<file path="src/rtl/ahb_wb_arbiter_if.sv">
// ahb_wb_arbiter_if
//   Bundles every bus signal around the AHB/sbus -> Wishbone arbiter.
//   slave  : the arbiter's view. It takes the AHB-Lite request, the debug
//            sbus request and the Wishbone slave response, and drives the
//            AHB response, the sbus response and the Wishbone master side.
//   master : the surrounding system's view (CPU, debug module and Wishbone
//            slave), with every direction reversed.
interface ahb_wb_arbiter_if;
   // AHB-Lite master request / response
   logic [31:0] haddr;
   logic        hwrite;
   logic [1:0]  htrans;
   logic [2:0]  hsize;
   logic [31:0] hwdata;
   logic [31:0] hrdata;
   logic        hready;
   logic        hresp;
   // debug system bus request / response
   logic [31:0] sbus_addr;
   logic        sbus_write;
   logic [1:0]  sbus_size;
   logic [31:0] sbus_wdata;
   logic        sbus_vld;
   logic        sbus_rdy;
   logic        sbus_err;
   logic [31:0] sbus_rdata;
   // Wishbone classic master / slave response
   logic        core_cyc;
   logic        core_stb;
   logic        core_we;
   logic [31:0] core_addr;
   logic [3:0]  core_sel;
   logic [31:0] core_data_out;
   logic [31:0] core_data_in;
   logic        core_ack;

   modport slave (
      input  haddr, hwrite, htrans, hsize, hwdata,
      output hrdata, hready, hresp,
      input  sbus_addr, sbus_write, sbus_size, sbus_wdata, sbus_vld,
      output sbus_rdy, sbus_err, sbus_rdata,
      output core_cyc, core_stb, core_we, core_addr, core_sel, core_data_out,
      input  core_data_in, core_ack
   );

   modport master (
      output haddr, hwrite, htrans, hsize, hwdata,
      input  hrdata, hready, hresp,
      output sbus_addr, sbus_write, sbus_size, sbus_wdata, sbus_vld,
      input  sbus_rdy, sbus_err, sbus_rdata,
      input  core_cyc, core_stb, core_we, core_addr, core_sel, core_data_out,
      output core_data_in, core_ack
   );
endinterface

</file>
<file path="src/rtl/ahb_wb_arbiter.sv">
// ahb_wb_arbiter
//   Shares one Wishbone classic master port between the Hazard3 AHB-Lite
//   port and the Hazard3 debug system bus. Requests are granted round-robin,
//   one Wishbone cycle at a time, with byte selects and write-lane
//   replication generated from address and size. Misaligned or oversized
//   accesses and Wishbone cycles that are never acknowledged come back as
//   error responses.
// Ports
//   clk, rst_n : clock (rising edge) and asynchronous active-low reset
//   bus        : ahb_wb_arbiter_if.slave -- AHB request/response, sbus
//                request/response and Wishbone master/slave signals
// Parameters
//   TIMEOUT_CYCLES : cycles of an unacknowledged Wishbone cycle before it is
//                    abandoned with an error (minimum 2)
module ahb_wb_arbiter #(
   parameter int unsigned TIMEOUT_CYCLES = 1024
) (
   input logic             clk,
   input logic             rst_n,
   ahb_wb_arbiter_if.slave bus
);
   localparam int unsigned     CNT_W    = $clog2(TIMEOUT_CYCLES + 1);
   localparam logic [CNT_W-1:0] CNT_LAST = CNT_W'(TIMEOUT_CYCLES - 1);
   localparam logic GNT_AHB  = 1'b0;
   localparam logic GNT_SBUS = 1'b1;

   typedef enum logic [1:0] {IDLE, BUS, ERR1, ERR2} state_t;

   state_t           state_q, state_d;
   logic             ahb_pend_q, ahb_pend_d;
   logic [31:0]      ahb_addr_q, ahb_addr_d;
   logic             ahb_write_q, ahb_write_d;
   logic [2:0]       ahb_size_q, ahb_size_d;
   logic             last_grant_q, last_grant_d;
   logic             owner_q, owner_d;
   logic [CNT_W-1:0] cnt_q, cnt_d;
   logic             hready_q, hready_d;
   logic             hresp_q, hresp_d;
   logic [31:0]      hrdata_q, hrdata_d;
   logic             sbus_rdy_q, sbus_rdy_d;
   logic             sbus_err_q, sbus_err_d;
   logic [31:0]      sbus_rdata_q, sbus_rdata_d;
   logic             cyc_q, cyc_d;
   logic             we_q, we_d;
   logic [31:0]      addr_q, addr_d;
   logic [3:0]       sel_q, sel_d;
   logic [31:0]      dout_q, dout_d;

   // Sizes above a word are rejected for both requesters.
   function automatic logic access_bad(input logic [1:0] a, input logic [2:0] size);
      case (size)
         3'd0:    access_bad = 1'b0;
         3'd1:    access_bad = a[0];
         3'd2:    access_bad = (a != 2'b00);
         default: access_bad = 1'b1;
      endcase
   endfunction

   function automatic logic [3:0] byte_sel(input logic [1:0] a, input logic [1:0] size);
      case (size)
         2'd0:    byte_sel = 4'b0001 << a;
         2'd1:    byte_sel = a[1] ? 4'b1100 : 4'b0011;
         default: byte_sel = 4'b1111;
      endcase
   endfunction

   function automatic logic [31:0] lane_data(input logic [31:0] d, input logic [1:0] size);
      case (size)
         2'd0:    lane_data = {4{d[7:0]}};
         2'd1:    lane_data = {2{d[15:0]}};
         default: lane_data = d;
      endcase
   endfunction

   logic        ahb_capture, sbus_pend, grant_sbus, req_bad, req_write;
   logic [31:0] req_addr, req_wdata;
   logic [2:0]  req_size;
   logic        unused_htrans0;

   assign unused_htrans0 = bus.htrans[0];
   assign ahb_capture    = hready_q & bus.htrans[1];
   // sbus_vld is still high in the cycle its response is delivered; masking
   // with sbus_rdy_q keeps that finished request from being granted again.
   assign sbus_pend      = bus.sbus_vld & ~sbus_rdy_q;
   assign grant_sbus     = sbus_pend & (~ahb_pend_q | (last_grant_q == GNT_AHB));
   assign req_addr       = grant_sbus ? bus.sbus_addr : ahb_addr_q;
   assign req_write      = grant_sbus ? bus.sbus_write : ahb_write_q;
   assign req_size       = grant_sbus ? {1'b0, bus.sbus_size} : ahb_size_q;
   // hwdata belongs to the data phase and is still valid at grant time.
   assign req_wdata      = grant_sbus ? bus.sbus_wdata : bus.hwdata;
   assign req_bad        = access_bad(req_addr[1:0], req_size);

   always_comb begin
      state_d      = state_q;
      ahb_pend_d   = ahb_pend_q;
      ahb_addr_d   = ahb_addr_q;
      ahb_write_d  = ahb_write_q;
      ahb_size_d   = ahb_size_q;
      last_grant_d = last_grant_q;
      owner_d      = owner_q;
      cnt_d        = cnt_q;
      hready_d     = hready_q;
      hresp_d      = hresp_q;
      hrdata_d     = hrdata_q;
      sbus_rdy_d   = 1'b0;
      sbus_err_d   = 1'b0;
      sbus_rdata_d = sbus_rdata_q;
      cyc_d        = cyc_q;
      we_d         = we_q;
      addr_d       = addr_q;
      sel_d        = sel_q;
      dout_d       = dout_q;

      case (state_q)
         IDLE: begin
            if (ahb_pend_q | sbus_pend) begin
               last_grant_d = grant_sbus;
               owner_d      = grant_sbus;
               if (!grant_sbus) ahb_pend_d = 1'b0;
               if (req_bad) begin
                  state_d = ERR1;
                  if (grant_sbus) begin
                     sbus_rdy_d = 1'b1;
                     sbus_err_d = 1'b1;
                  end else begin
                     hresp_d = 1'b1;
                  end
               end else begin
                  state_d = BUS;
                  cyc_d   = 1'b1;
                  we_d    = req_write;
                  addr_d  = {req_addr[31:2], 2'b00};
                  sel_d   = byte_sel(req_addr[1:0], req_size[1:0]);
                  dout_d  = lane_data(req_wdata, req_size[1:0]);
                  cnt_d   = '0;
               end
            end
         end
         BUS: begin
            cnt_d = cnt_q + 1'b1;
            if (bus.core_ack) begin
               cyc_d   = 1'b0;
               state_d = IDLE;
               if (owner_q == GNT_SBUS) begin
                  sbus_rdy_d   = 1'b1;
                  sbus_rdata_d = bus.core_data_in;
               end else begin
                  hready_d = 1'b1;
                  hrdata_d = bus.core_data_in;
               end
            end else if (cnt_q == CNT_LAST) begin
               cyc_d   = 1'b0;
               state_d = ERR1;
               if (owner_q == GNT_SBUS) begin
                  sbus_rdy_d = 1'b1;
                  sbus_err_d = 1'b1;
               end else begin
                  hresp_d = 1'b1;
               end
            end
         end
         ERR1: begin
            // AHB needs the second error cycle; sbus finishes in this one.
            if (owner_q == GNT_AHB) begin
               hready_d = 1'b1;
               hresp_d  = 1'b1;
               state_d  = ERR2;
            end else begin
               state_d = IDLE;
            end
         end
         ERR2: begin
            hresp_d = 1'b0;
            state_d = IDLE;
         end
         default: state_d = IDLE;
      endcase

      // Any address phase seen with hready high is taken, including the one
      // overlapping a response, so AHB can issue back-to-back transfers.
      if (ahb_capture) begin
         ahb_pend_d  = 1'b1;
         ahb_addr_d  = bus.haddr;
         ahb_write_d = bus.hwrite;
         ahb_size_d  = bus.hsize;
         hready_d    = 1'b0;
         hresp_d     = 1'b0;
      end
   end

   always_ff @(posedge clk or negedge rst_n) begin
      if (!rst_n) begin
         state_q      <= IDLE;
         ahb_pend_q   <= 1'b0;
         ahb_addr_q   <= '0;
         ahb_write_q  <= 1'b0;
         ahb_size_q   <= '0;
         last_grant_q <= GNT_AHB;
         owner_q      <= GNT_AHB;
         cnt_q        <= '0;
         hready_q     <= 1'b1;
         hresp_q      <= 1'b0;
         hrdata_q     <= '0;
         sbus_rdy_q   <= 1'b0;
         sbus_err_q   <= 1'b0;
         sbus_rdata_q <= '0;
         cyc_q        <= 1'b0;
         we_q         <= 1'b0;
         addr_q       <= '0;
         sel_q        <= '0;
         dout_q       <= '0;
      end else begin
         state_q      <= state_d;
         ahb_pend_q   <= ahb_pend_d;
         ahb_addr_q   <= ahb_addr_d;
         ahb_write_q  <= ahb_write_d;
         ahb_size_q   <= ahb_size_d;
         last_grant_q <= last_grant_d;
         owner_q      <= owner_d;
         cnt_q        <= cnt_d;
         hready_q     <= hready_d;
         hresp_q      <= hresp_d;
         hrdata_q     <= hrdata_d;
         sbus_rdy_q   <= sbus_rdy_d;
         sbus_err_q   <= sbus_err_d;
         sbus_rdata_q <= sbus_rdata_d;
         cyc_q        <= cyc_d;
         we_q         <= we_d;
         addr_q       <= addr_d;
         sel_q        <= sel_d;
         dout_q       <= dout_d;
      end
   end

   assign bus.hready        = hready_q;
   assign bus.hresp         = hresp_q;
   assign bus.hrdata        = hrdata_q;
   assign bus.sbus_rdy      = sbus_rdy_q;
   assign bus.sbus_err      = sbus_err_q;
   assign bus.sbus_rdata    = sbus_rdata_q;
   assign bus.core_cyc      = cyc_q;
   assign bus.core_stb      = cyc_q;
   assign bus.core_we       = we_q;
   assign bus.core_addr     = addr_q;
   assign bus.core_sel      = sel_q;
   assign bus.core_data_out = dout_q;
endmodule

</file>
<file path="src/flat_wrapper.sv">
// flat-port wrapper written by rule: the top's interface ports become plain ports
module ahb_wb_arbiter_flat 
#(
   parameter int unsigned TIMEOUT_CYCLES = 1024
)
  (clk, rst_n, bus_haddr, bus_hwrite, bus_htrans, bus_hsize, bus_hwdata, bus_hrdata, bus_hready, bus_hresp, bus_sbus_addr, bus_sbus_write, bus_sbus_size, bus_sbus_wdata, bus_sbus_vld, bus_sbus_rdy, bus_sbus_err, bus_sbus_rdata, bus_core_cyc, bus_core_stb, bus_core_we, bus_core_addr, bus_core_sel, bus_core_data_out, bus_core_data_in, bus_core_ack);
  ahb_wb_arbiter_if bus_i ();
  input logic clk;
  input logic rst_n;
  input wire logic [$bits(bus_i.haddr)-1:0] bus_haddr;
  input wire logic [$bits(bus_i.hwrite)-1:0] bus_hwrite;
  input wire logic [$bits(bus_i.htrans)-1:0] bus_htrans;
  input wire logic [$bits(bus_i.hsize)-1:0] bus_hsize;
  input wire logic [$bits(bus_i.hwdata)-1:0] bus_hwdata;
  output wire logic [$bits(bus_i.hrdata)-1:0] bus_hrdata;
  output wire logic [$bits(bus_i.hready)-1:0] bus_hready;
  output wire logic [$bits(bus_i.hresp)-1:0] bus_hresp;
  input wire logic [$bits(bus_i.sbus_addr)-1:0] bus_sbus_addr;
  input wire logic [$bits(bus_i.sbus_write)-1:0] bus_sbus_write;
  input wire logic [$bits(bus_i.sbus_size)-1:0] bus_sbus_size;
  input wire logic [$bits(bus_i.sbus_wdata)-1:0] bus_sbus_wdata;
  input wire logic [$bits(bus_i.sbus_vld)-1:0] bus_sbus_vld;
  output wire logic [$bits(bus_i.sbus_rdy)-1:0] bus_sbus_rdy;
  output wire logic [$bits(bus_i.sbus_err)-1:0] bus_sbus_err;
  output wire logic [$bits(bus_i.sbus_rdata)-1:0] bus_sbus_rdata;
  output wire logic [$bits(bus_i.core_cyc)-1:0] bus_core_cyc;
  output wire logic [$bits(bus_i.core_stb)-1:0] bus_core_stb;
  output wire logic [$bits(bus_i.core_we)-1:0] bus_core_we;
  output wire logic [$bits(bus_i.core_addr)-1:0] bus_core_addr;
  output wire logic [$bits(bus_i.core_sel)-1:0] bus_core_sel;
  output wire logic [$bits(bus_i.core_data_out)-1:0] bus_core_data_out;
  input wire logic [$bits(bus_i.core_data_in)-1:0] bus_core_data_in;
  input wire logic [$bits(bus_i.core_ack)-1:0] bus_core_ack;
  assign bus_i.haddr = bus_haddr;
  assign bus_i.hwrite = bus_hwrite;
  assign bus_i.htrans = bus_htrans;
  assign bus_i.hsize = bus_hsize;
  assign bus_i.hwdata = bus_hwdata;
  assign bus_hrdata = bus_i.hrdata;
  assign bus_hready = bus_i.hready;
  assign bus_hresp = bus_i.hresp;
  assign bus_i.sbus_addr = bus_sbus_addr;
  assign bus_i.sbus_write = bus_sbus_write;
  assign bus_i.sbus_size = bus_sbus_size;
  assign bus_i.sbus_wdata = bus_sbus_wdata;
  assign bus_i.sbus_vld = bus_sbus_vld;
  assign bus_sbus_rdy = bus_i.sbus_rdy;
  assign bus_sbus_err = bus_i.sbus_err;
  assign bus_sbus_rdata = bus_i.sbus_rdata;
  assign bus_core_cyc = bus_i.core_cyc;
  assign bus_core_stb = bus_i.core_stb;
  assign bus_core_we = bus_i.core_we;
  assign bus_core_addr = bus_i.core_addr;
  assign bus_core_sel = bus_i.core_sel;
  assign bus_core_data_out = bus_i.core_data_out;
  assign bus_i.core_data_in = bus_core_data_in;
  assign bus_i.core_ack = bus_core_ack;
  ahb_wb_arbiter #(.TIMEOUT_CYCLES(TIMEOUT_CYCLES)) u_core (.clk(clk), .rst_n(rst_n), .bus(bus_i));
endmodule
</file>
<file path="config.mk">
export PLATFORM = sky130hd
export DESIGN_NAME = ahb_wb_arbiter_flat
export DESIGN_NICKNAME = d
export VERILOG_FILES = /design/src/rtl/ahb_wb_arbiter_if.sv /design/src/rtl/ahb_wb_arbiter.sv /design/src/flat_wrapper.sv
export SDC_FILE = /design/constraint.sdc
export NUM_CORES = 1
export LEC_CHECK = 0
export ABC_CLOCK_PERIOD_IN_PS = 2800
export CAP_MARGIN = 20
export CORE_MARGIN = 2
export CORE_UTILIZATION = 46
export CTS_CLUSTER_DIAMETER = 150
export DETAILED_ROUTE_END_ITERATION = 10
export PLACE_DENSITY = 0.82
export SLEW_MARGIN = 20
export SYNTH_ARGS = -nofsm -noshare
export SYNTH_HDL_FRONTEND = slang
export SYNTH_SLANG_ARGS = --single-unit
</file>
<file path="constraint.sdc">
create_clock -name clk -period 2.8 [get_ports clk]
set_clock_uncertainty 0.05 [all_clocks]
set_input_delay 0.56 -clock clk [delete_from_list [all_inputs] [get_ports clk]]
set_output_delay 0.56 -clock clk [all_outputs]
set_load 0.02 [all_outputs]
</file>
==> flow_summary.yaml <==
routing:
  wl_met3_mm: 1.62
  vias: 7194
  vias_per_cell: 5.40
  drtIter0Drc: 430
  first_pass_iters: 5
  drc: 0
  drt-met1-wl_mm: 10.0
  wire_per_inst_microns: 18.9
  routed-wl-met2_mm: 12.7
  routed_wl_mm: 25.2
  top_layer_used: "met5"
  final_antenna_net_count: 0
finish:
  fill_cells: 1418
  final_nets: 1264
  layout-drive-gt1-share: 0.190
  fin_util: 0.687
  syn2layout_area_growth_pct: 46.0
  n_antenna_cell: 0
yosys:
  ys_seq_area_frac: 0.530
  ys_warn_count: 0
  synth_top_area_cell: "dfrtp_1"
  yosysTopAreaCellShare: 0.527
  synth-seq-cells: 187
  yosys-top-cells-area: "dfrtp_1, mux2_2, mux2i_1"
  synth_cells: 778
  synth_most_common_cell: "dfrtp_1"
  async_flop_share: 1.00
  synth_cell_types: 47
  synthesis.area_sq_um: 8830
  syn_avg_cell_area_sq_um: 11.3
  yosys-top-cells-count: "dfrtp_1, mux2_2, nand2_1"
  synthFlopType: "dfrtp_1"
  synth-edff-count: 0
floorplan:
  num_rows: 50
  initial_core_util: 0.470
  boundaryPins: 312
  die_x_microns: 143
  core-area_sq_um: 18800
  die_y_microns: 143
  dieArea_sq_um: 20300
place:
  port_buffers: 308
  dp_hpwl_mm: 18.3
  gp_congestion: 0.866
  pre_cts_slack_ps: 174
outcome:
  status: "finished clean"
clocking:
  ctsHoldBuffers: 0
  cts_tree: "done"
  clk_pin_slew_worst_paths_ps: 80
  clockBufferDepth: 2
  cts-buffers-inserted: 17
  ctsRootBufferMaster: "clkbuf_16"
  cts_htree_levels: 4
  cts_sinks: 187
  worstSkewPairLatency_ps: 420
  post_cts.repair.setup_buffers: 0
  postCtsResizedCells: 0
sta:
  finalCriticalPeriod_ps: 2370
  rsz0062_at_grt: "no"
  maxSlewHeadroom: 0.563
  setup_slack_ps: 429
  worst_slew_pin_slew_ps: 655
  tns_ps: 0
  setup_violations: 0
  hold_viol: 0
  fmax_mhz: 422
  hold_slack_ps: 101
  maxSlewViolCount: 0
  fin_crit_sh: 0.847
pwr:
  pwr-share-clk: 0.159
  share_seq_of_total_power: 0.331
  total_power_mw: 14.9
  power_switching_share: 0.393
  power_density_nw_per_um2: 1150
  ir_drop_uv: 540
  p_comb_frac: 0.511
  switching_power_mw: 5.84
  leakage_nw: 5.50
  p_int_mw: 9.02
setup_path:
  worstRegToRegCells: 8
  cp_cell_sequence: "inv_1 -> ha_1 -> o21ai_0 -> a21oi_4 -> buf_12 -> buf_4 -> nor2_1 -> a31oi_1"
  crit_path_start_kind: "flop"
  cpPeakStageDelay_ps: 440
  cp.depth: 8
  required_ps: 3100
  cp_num_buf_inv: 3
  critical_path.top_delay_family: "compound AO/OA/AOI/OAI gates"
  criticalPathCategory: "flop to flop"
  worstPathMaxFanout: 30
  arrival_ps: 2670
  crit_slowest_cell: "ha_1"
  crit_path_end_kind: "flop"
grt:
  grt_pass1_wl_mm: 39.4
  grt_usage: 0.249
  grt.overflow.total: 0
  grt_antenna_before_repair: 1
  grt_pass1_vias: 7515
  grt_max_degree: 76
worst_hold_path:
  hp-class: "primary input to async pin"
job:
  drv_cap: 0
[power groups by stage]
stage / Clock [mW] / Combinational (mW) / Sequential [mW]
after detailed placement: 0 / 7.60 / 4.94
after CTS: 2.42 / 7.64 / 4.90
after floorplan: 0 / 3.11 / 5.99
final: 2.36 / 7.59 / 4.91
after global placement: 0 / 7.42 / 4.86
after global routing: 2.54 / 8.11 / 5.07
[stage by stage]
step / instances / instance area (sq um)
floorplan: 779 / 8830
global placement: 1300 / 12300
detailed placement: 1300 / 12300
CTS: 1331 / 12900
global route: 1331 / 12900
finish: 1331 / 12900
[registers in the layout (all words and copies together), names as in the netlist, 2 cells and up]
signal and count:
u_core.bus.core_sel 4, u_core.cnt_q 11, u_core.bus.sbus_rdata 32, u_core.ahb_size_q 3
u_core.state_q 2, u_core.ahb_addr_q 32, u_core.bus.core_data_out 32, u_core.bus.core_addr 30
u_core.bus.hrdata 32
[per-layer routing]
| layer | vias up | global-route usage |
|---|---|---|
| met5 | - | 0 |
| met4 | 2 | 0.0938 |
| met3 | 53 | 0.0734 |
| met2 | 243 | 0.421 |
| met1 | 3501 | 0.303 |
| li1 | 3395 | - |
[cells by family after synthesis]
| family | synth area share |
|---|---|
| buf+inv | 0.0370 |
| fa+ha+maj | 0.00850 |
| compound gates | 0.0802 |
| other cells | 0.000425 |
| mux | 0.221 |
| simple gates | 0.122 |
| flops | 0.530 |
[final timing paths]
kind                            slack, ps               from                       end
worst max register to register        430  u_core.state_q[0]  u_core.bus.core_addr[23]
worst max-delay path                  430  u_core.state_q[0]  u_core.bus.core_addr[23]
min in group clk                      450  u_core.bus.hready         u_core.bus.hready
max in group asynchronous            1850              rst_n         u_core.bus.hready
worst min register to register        450  u_core.bus.hready         u_core.bus.hready
worst min-delay path                  100              rst_n     u_core.bus.hrdata[13]
[cell usage in the layout (no fill, tap or decap), types with 3 or more instances in the layout]
cell type,instances
and2_1,3
clkdlybuf4s50_1,307
a21oi_1,28
nor2b_1,4
nand3b_1,4
mux2_2,128
nand2_1,91
o211ai_1,4
buf_4,24
and3_1,10
nand4_1,4
inv_8,4
nand2b_1,6
dfrtp_1,186
o221ai_1,5
nor2_1,63
clkinv_8,4
mux2i_1,51
inv_1,5
buf_12,10
nor3_1,11
clkinv_4,3
clkbuf_16,17
a31oi_1,40
ha_1,6
nand3_1,23
nor4_1,7
o21ai_0,15
[area by class of cell]
type	count	area, sq um	share of cell area
Clock buffer	17	425	0.0330
Inverter	5	18.8	0.00146
Multi-Input combinational cell	532	3840	0.298
Timing Repair Buffer	342	3470	0.269
Clock inverter	14	160	0.0124
Sequential cell	187	4680	0.363
Tap cell	234	293	0.0227
(Power assumes the default switching activity.)
